## src/rtl/inst_axi_rd_bridge_pkg.sv

```systemverilog
// Shared AXI constants, AR state encoding and helpers for the instruction-fetch AXI read bridge.
package inst_axi_rd_bridge_pkg;

  localparam int AXI_ID_W = 4;
  localparam logic [1:0] AXI_BURST_INCR = 2'b01;
  localparam logic [2:0] AXI_SIZE_WORD = 3'b010;

  typedef enum logic {
    AR_IDLE,
    AR_BUSY
  } ar_state_e;

  // SRAM-style size is log2(bytes); AXI arsize uses the same encoding, one bit wider.
  function automatic logic [2:0] axi_size(input logic [1:0] sram_size);
    return {1'b0, sram_size};
  endfunction

endpackage

```

## src/rtl/inst_axi_rd_bridge_axi_r_slice.sv

```systemverilog
// One-entry registered buffer for the AXI R channel (valid + 32-bit data).
// Only instantiated when INST_AXI_RD_RSP_REG_EN is defined.
module axi_r_slice (
  input  logic        clk,
  input  logic        reset,
  input  logic        in_valid,
  output logic        in_ready,
  input  logic [31:0] in_data,
  output logic        out_valid,
  input  logic        out_ready,
  output logic [31:0] out_data
);

  logic        valid_q, valid_d;
  logic [31:0] data_q, data_d;

  always_comb begin
    valid_d  = valid_q;
    data_d   = data_q;
    in_ready = !valid_q || out_ready;
    if (valid_q && out_ready) valid_d = 1'b0;
    if (in_valid && in_ready) begin
      valid_d = 1'b1;
      data_d  = in_data;
    end
  end

  always_ff @(posedge clk) begin
    if (reset) begin
      valid_q <= 1'b0;
      data_q  <= 32'h0;
    end else begin
      valid_q <= valid_d;
      data_q  <= data_d;
    end
  end

  assign out_valid = valid_q;
  assign out_data  = data_q;

endmodule

```

## src/rtl/inst_axi_rd_bridge.sv

```systemverilog
// SRAM-like instruction port to single-beat AXI read master, in-order responses.
// Optional registered R buffer enabled by defining INST_AXI_RD_RSP_REG_EN.
module inst_axi_rd_bridge
  import inst_axi_rd_bridge_pkg::*;
#(
  parameter int                    MAX_OUTSTANDING = 2,
  parameter logic [AXI_ID_W-1:0]   AR_ID           = 4'd0
) (
  input  logic                clk,
  input  logic                reset,
  input  logic                inst_sram_req,
  input  logic [1:0]          inst_sram_size,
  input  logic [31:0]         inst_sram_addr,
  output logic                inst_sram_addr_ok,
  output logic                inst_sram_data_ok,
  output logic [31:0]         inst_sram_rdata,
  output logic [AXI_ID_W-1:0] arid,
  output logic [31:0]         araddr,
  output logic [7:0]          arlen,
  output logic [2:0]          arsize,
  output logic [1:0]          arburst,
  output logic [1:0]          arlock,
  output logic [3:0]          arcache,
  output logic [2:0]          arprot,
  output logic                arvalid,
  input  logic                arready,
  input  logic [AXI_ID_W-1:0] rid,
  input  logic [31:0]         rdata,
  input  logic [1:0]          rresp,
  input  logic                rlast,
  input  logic                rvalid,
  output logic                rready
);

  localparam int CNT_W = $clog2(MAX_OUTSTANDING + 1);
  localparam logic [CNT_W-1:0] CNT_MAX = CNT_W'(MAX_OUTSTANDING);
  localparam logic [CNT_W-1:0] CNT_ONE = CNT_W'(1);

  ar_state_e         state_q, state_d;
  logic [31:0]       araddr_q, araddr_d;
  logic [2:0]        arsize_q, arsize_d;
  logic [CNT_W-1:0]  cnt_q, cnt_d;
  logic              addr_hs;
  logic              rsp_done;
  logic              unused_inputs;

  // Responses are in order and single-beat, so ID, resp and last carry no information here.
  assign unused_inputs = ^{rid, rresp, rlast};

  assign arid    = AR_ID;
  assign arlen   = 8'd0;
  assign arburst = AXI_BURST_INCR;
  assign arlock  = 2'b00;
  assign arcache = 4'd0;
  assign arprot  = 3'd0;
  assign arvalid = (state_q == AR_BUSY);
  assign araddr  = araddr_q;
  assign arsize  = arsize_q;

  // addr_ok must not look at req so the fetch stage can build req from its own allow_in.
  assign inst_sram_addr_ok = !reset && (state_q == AR_IDLE) && (cnt_q < CNT_MAX);
  assign addr_hs           = inst_sram_req && inst_sram_addr_ok;

`ifdef INST_AXI_RD_RSP_REG_EN
  logic slice_in_ready;

  axi_r_slice u_r_slice (
    .clk       (clk),
    .reset     (reset),
    .in_valid  (rvalid && rready),
    .in_ready  (slice_in_ready),
    .in_data   (rdata),
    .out_valid (inst_sram_data_ok),
    .out_ready (1'b1),
    .out_data  (inst_sram_rdata)
  );

  assign rready   = (cnt_q != '0) && slice_in_ready;
  assign rsp_done = inst_sram_data_ok;
`else
  assign rready            = (cnt_q != '0);
  assign inst_sram_data_ok = rvalid && rready;
  assign inst_sram_rdata   = rdata;
  assign rsp_done          = inst_sram_data_ok;
`endif

  always_comb begin
    state_d  = state_q;
    araddr_d = araddr_q;
    arsize_d = arsize_q;
    unique case (state_q)
      AR_IDLE: begin
        if (addr_hs) begin
          state_d  = AR_BUSY;
          araddr_d = inst_sram_addr;
          arsize_d = axi_size(inst_sram_size);
        end
      end
      AR_BUSY: begin
        if (arready) state_d = AR_IDLE;
      end
      default: state_d = AR_IDLE;
    endcase
  end

  always_comb begin
    cnt_d = cnt_q;
    unique case ({addr_hs, rsp_done})
      2'b10:   cnt_d = cnt_q + CNT_ONE;
      2'b01:   cnt_d = cnt_q - CNT_ONE;
      default: cnt_d = cnt_q;
    endcase
  end

  // The slave shares this reset, so dropping arvalid mid-handshake is safe.
  always_ff @(posedge clk) begin
    if (reset) begin
      state_q  <= AR_IDLE;
      araddr_q <= 32'h0;
      arsize_q <= AXI_SIZE_WORD;
      cnt_q    <= '0;
    end else begin
      state_q  <= state_d;
      araddr_q <= araddr_d;
      arsize_q <= arsize_d;
      cnt_q    <= cnt_d;
    end
  end

endmodule

```

## config.mk

```make
export PLATFORM = sky130hd
export DESIGN_NAME = inst_axi_rd_bridge
export DESIGN_NICKNAME = d
export VERILOG_FILES = /design/src/rtl/inst_axi_rd_bridge_pkg.sv /design/src/rtl/inst_axi_rd_bridge_axi_r_slice.sv /design/src/rtl/inst_axi_rd_bridge.sv
export SDC_FILE = /design/constraint.sdc
export NUM_CORES = 1
export LEC_CHECK = 0
export CORE_ASPECT_RATIO = 1.25
export CORE_MARGIN = 2
export CORE_UTILIZATION = 31
export CTS_BUF_LIST = sky130_fd_sc_hd__clkbuf_8
export DETAILED_ROUTE_END_ITERATION = 6
export PLACE_DENSITY_LB_ADDON = 0.25
export SLEW_MARGIN = 0
export SYNTH_ARGS = -nofsm -noshare
export SYNTH_HDL_FRONTEND = slang
export SYNTH_SLANG_ARGS = --single-unit
```

## constraint.sdc

```tcl
create_clock -name clk -period 2.2 [get_ports clk]
set_clock_uncertainty 0.15 [all_clocks]
set_input_delay 0.66 -clock clk [delete_from_list [all_inputs] [get_ports clk]]
set_output_delay 0.66 -clock clk [all_outputs]
set_load 0.03 [all_outputs]
```

==> results_dict.tcl, run 1 <==
set metrics [dict create \
    first_global_vias 1172 \
    ant_nets 0 \
    routed_wl_um 3505 \
    setup_viol 0 \
    rsz0062_at_grt "false" \
    crit_slowest_cell "clkdlybuf4s50_1" \
    start_kind "flip-flop" \
    avgSynthCellArea_um2 9.794 \
    area_delta_synth_final_pct 34.55 \
    power_mw 2.342 \
    drt-wirelength-per-cell_um 11.68 \
    synth_warnings 0 \
    crit_chain "clkdlybuf4s50_1" \
    async_reset_ff_frac 0 \
    crit_fanout 2 \
    clk_pin_slew_worst_paths_ps 80 \
    power_leakage_nw 1.047 \
    yosys.area.top_type "dfxtp_1" \
    netlist_top_cells_count "56 x buf_4, 37 x dfxtp_1, 35 x nor2_1" \
    grtUsageMet2 0.1598 \
    grt_use_met1 0.1236 \
    clock_latency_ps 290 \
    die_area_mm2 0.006509 \
    max_stage_delay_ps 680 \
    io_pins 172 \
    design_area_mm2 0.002451 \
    synth-edff-count 0 \
    num_vias 1258 \
    antenna_found_initial 0 \
    min_period_ps 2116 \
    top_usage_layer "met2" \
    h-tree-depth 2 \
    hold_viol 0 \
    utilization 0.4270 \
    fin_nets 312 \
    coreArea_mm2 0.005741 \
    drive_above_1_share 0.08974 \
    crit_buf_inv 1 \
    drcViolationCount 0 \
    fillers 583 \
    grt_overflow 0 \
    ys_seq_elements 37 \
    antennaDiodeCount 0 \
    fin_setup_tns_ps 0 \
    start_util 0.3173 \
    hpwl_um 2471 \
    postCtsSetupBuffers 0 \
    fmax_mhz 472.5 \
    synth_area_mm2 0.001822 \
    synth_top_area_share 0.4066 \
    slew_violations 0 \
    yosysMostFrequentCell "buf_4" \
    fin_crit_sh 0.9620 \
    synth_seq_area_share 0.4066 \
    placed_cell_area_mm2 0.002322 \
    cts_sinks 37 \
    drt-vias-per-instance 4.193 \
    drt-pass1-iter-count 4 \
    crit_family "buffers and inverters" \
    grt_start_max_net_pins 38 \
    intPower_mw 1.556 \
    end_kind "primary output" \
    share_comb_of_total_power 0.390 \
    vdd_ir_drop_max_v 0.0003750 \
    net-switching-power_mw 0.7854 \
    synthTopCellsByArea "dfxtp_1 41%, buf_4 23%, mux2i_1 18%" \
    synth_ff_type "dfxtp_1" \
    status "completed" \
    crit_arrival_ps 1310 \
    first_iter_violations 21 \
    met3_usage 0.04596 \
    clock_tree.buffer_depth 2 \
    die_w_um 72.57 \
    io_buffers 76 \
    min_path_type "reg -> reg" \
    hold_buffers 0 \
    gp_congestion 0.6762 \
    clockRootBuffer "clkbuf_8" \
    path_class "reg -> out" \
    yosysUniqueCellTypes 23 \
    p_sw_frac 0.3354 \
    netlist_instances 186 \
    grt_pass1_wl_um 5499 \
    cts_made_buffers 5 \
    cts_tree "built" \
    power_frac_seq 0.347 \
    maxCapViolations 0 \
    grt_usage 0.1069 \
    p_per_area_mw_per_mm2 955.4 \
    rows 31 \
    pwr-share-clk 0.263 \
    cp.required_ps 1390 \
    die_y_um 89.71 \
]
-- worst min-delay path, cell delays in order (launching register included) --
cell	delay, ps
dfxtp_1	330
mux2i_1	60
nor2_1	70
-- logic make-up after synthesis --
family          Yosys count  share of synthesized area
buf+inv                  65                     0.2809
simple gates             42                    0.09753
flops                    37                     0.4066
mux                      33                     0.1813
compound gates            4                    0.01305
other cells               2                   0.004122
xor+xnor                  2                   0.009617
fa+ha+maj                 1                   0.006867
-- worst paths after layout --
path / cells after the start / endpoint / slack [ps] / startpoint
max reg2reg: 7 / cnt_q[1] / 370 / cnt_q[0]
max: 1 / araddr[19] / 80 / araddr[19]
min: 2 / araddr[28] / 340 / araddr[28]
min reg2reg: 2 / araddr[28] / 340 / araddr[28]
-- cell usage in the layout, fill, tap and decap left out --
| cell type | instances |
|---|---|
| a211o_1 | 1 |
| a21oi_1 | 2 |
| and2_4 | 1 |
| buf_12 | 1 |
| buf_4 | 5 |
| buf_6 | 2 |
| bufinv_16 | 1 |
| clkbuf_8 | 6 |
| clkdlybuf4s50_1 | 70 |
| clkinvlp_4 | 1 |
| conb_1 | 24 |
| dfxtp_1 | 37 |
| dlygate4sd2_1 | 3 |
| dlymetal6s2s_1 | 1 |
| ha_4 | 1 |
| inv_1 | 1 |
| mux2i_1 | 33 |
| nand2_1 | 1 |
| nor2_1 | 35 |
| nor2b_1 | 1 |
| nor3_4 | 1 |
| nor3b_4 | 1 |
| o21ai_0 | 1 |
| or2_2 | 1 |
| or3_1 | 1 |
| xnor2_1 | 1 |
| xor2_1 | 1 |
-- sequential cells by signal, indices dropped and copies added, names as in the netlist --
register,count
araddr,32
arsize,2
arvalid,1
cnt_q,2
-- power groups by stage --
stage / logic (mW) / registers [mW] / clock network [mW]
floorplan: 0.606 / 0.982 / 0
global placement: 0.917 / 0.827 / 0
detailed placement: 0.921 / 0.829 / 0
CTS: 0.921 / 0.814 / 0.645
global route: 0.982 / 0.826 / 0.669
finish: 0.914 / 0.812 / 0.615
-- what timing repair did --
item                       CTS  global route
cloned                       0             0
setup endpoints to repair    4             1
pin swaps                    1             0
gates resized for setup      5             2
-- through the flow --
stage | std cells | setup WS (ps) | hold slack, ps
finish | 300 | 83.69 | 341.7
global route | 300 | 6.879 | 376.1
CTS | 300 | 2.182 | 349.8
detailed placement | 292 | -172.7 | 330.6
global placement | 292 | -169.3 | 321.7
floorplan | 208 | -20.52 | 360.6
-- per-layer routing --
metal | up-vias | share of wire
li1 | 604 | -
met1 | 562 | 0.42
met2 | 74 | 0.44
met3 | 18 | 0.11
met4 | 0 | 0.030
met5 | - | 0
-- layout make-up --
cell class	count	area, um^2	area share
multi-input combinational	106	684.4	0.2792
timing repair buffer	82	819.5	0.3344
sequential	37	740.7	0.3022
inverter	1	3.754	0.001531
clock buffer	6	82.58	0.03369
clock inverter	2	37.54	0.01531
tap	66	82.58	0.03369
No activity file was read; power rests on OpenSTA's default activity.
==> run 2: changes to the inputs <==
Settings changed: CORE_UTILIZATION 31 to 34.
Clock period 2.2 ns to 2.75 ns, I/O delays scaled along.
==> run 2 against run 1 <==
  * Critical path depth increased by 2
  * Sequential share of layout area increased by 1.1 points
  * Flip-flop and latch count stayed put
  * Hold slack hardly changed
  * Critical endpoint is now inst_sram_addr_ok
  * Largest cell class unchanged
  * Largest power group unchanged
==> results_dict.tcl, run 2 (synthesis gave the netlist of run 1 again) <==
set metrics [dict create \
    intPower_mw 1.119 \
    die_w_um 69.47 \
    ant_nets 0 \
    cts_sinks 37 \
    slew_violations 0 \
    min_path_type "reg -> reg" \
    layout_common_cells "74 x clkdlybuf4s50_1, 37 x dfxtp_1, 35 x nor2_1" \
    drt-vias-per-instance 4.154 \
    rsz0062_at_grt "false" \
    p_sw_frac 0.3458 \
    hold_path_depth 2 \
    pwr-share-clk 0.215 \
    grt_pass1_wl_um 5244 \
    routed_wl_um 3333 \
    hold_viol 0 \
    num_vias 1213 \
    postCtsSetupBuffers 0 \
    coreArea_mm2 0.005116 \
    start_kind "input pin" \
    rows 29 \
    hp-start "araddr[15]" \
    start_util 0.3561 \
    p_per_area_mw_per_mm2 724.2 \
    drt-wirelength-per-cell_um 11.41 \
    fillers 496 \
    end_kind "primary output" \
    largest_reg_flops 32 \
    cts_tree "built" \
    area.sequential_um2 740.7 \
    fin_crit_sh 0.9510 \
    crit_fanout 2 \
    first_global_vias 1128 \
    crit_arrival_ps 1640 \
    pre_cts_slack_ps 123.7 \
    clk_pin_slew_worst_paths_ps 70 \
    dp.cells 285 \
    io_pins 172 \
    cp.required_ps 1780 \
    gp_congestion 0.6845 \
    cts-resized-gates 0 \
    timing.final.ws_setup_ps 134.8 \
    path_class "in -> out" \
    fin_cells 292 \
    min_period_ps 2615 \
    grt_overflow 0 \
    io_buffers 76 \
    vdd_ir_drop_max_v 0.0002953 \
    grt_usage 0.1108 \
    first_iter_violations 46 \
    status "completed" \
    r2r-start "cnt_q[1]" \
    cts_made_buffers 5 \
    power_leakage_nw 1.000 \
    die_area_mm2 0.005963 \
    antennaDiodeCount 0 \
    h-tree-depth 2 \
    fmax_mhz 382.4 \
    hold_buffers 0 \
    drt-pass1-iter-count 4 \
    share_comb_of_total_power 0.402 \
    multi_input_area_um2 663.1 \
    antenna_found_initial 0 \
    fin_nets 309 \
    fin_setup_tns_ps 0 \
    layout_commonest_cell "clkdlybuf4s50_1" \
    area_delta_synth_final_pct 29.67 \
    drive_above_1_share 0.06087 \
    grt_start_max_net_pins 38 \
    clock_latency_ps 280 \
    net-switching-power_mw 0.5916 \
    clockRootBuffer "clkbuf_8" \
    die_y_um 85.84 \
    ff2ff_path_depth 5 \
    setup_viol 0 \
    hpwl_um 2399 \
    clock_tree.buffer_depth 2 \
    startpoint "reset" \
    drcViolationCount 0 \
    power_mw 1.711 \
    maxCapViolations 0 \
    power_frac_seq 0.383 \
]
## run 2: final timing paths
| check | end | slack (ps) |
|---|---|---|
| setup reg to reg | cnt_q[1] | 850 |
| setup / recovery | inst_sram_addr_ok | 130 |
| hold reg to reg | araddr[15] | 340 |
| hold / removal | araddr[15] | 340 |
## run 2: worst max-delay path, stage by stage
cell	delay, ps
clkdlybuf4s50_1	440
nor3_2	190
buf_4	190
## run 2: through the flow
step	hold WS [ps]	util	instance area, um^2
6_report	342.2	0.4617	2362
5_1_grt	373.2	0.4617	2362
4_1_cts	351.2	0.4617	2362
3_5_place_dp	333.6	0.4449	2276
3_3_place_gp	321.9	0.4449	2276
2_1_floorplan	350.9	-	1909
## run 2: routing by layer
layer	up-vias	global-route usage	routed length, um
met2	66	0.1748	1550
met4	0	0.07130	123
met1	527	0.1176	1297
li1	599	-	-
met3	21	0.05523	362
met5	-	0	0
## run 2: layout make-up
cell class,instances,area share
clock buffers,6,0.03496
clock inverters,1,0.001589
inverters,1,0.001589
multi-input cells,106,0.2807
flip-flops and latches,37,0.3136
well taps,62,0.03284
repair buffers,79,0.3347
## run 2: power by group through the flow
stage / combinational, mW / clock (mW) / sequential [mW]
2_1_floorplan: 0.472 / 0 / 0.783
3_3_place_gp: 0.691 / 0 / 0.666
3_5_place_dp: 0.692 / 0 / 0.669
4_1_cts: 0.696 / 0.394 / 0.657
5_1_grt: 0.732 / 0.412 / 0.667
6_report: 0.688 / 0.367 / 0.656
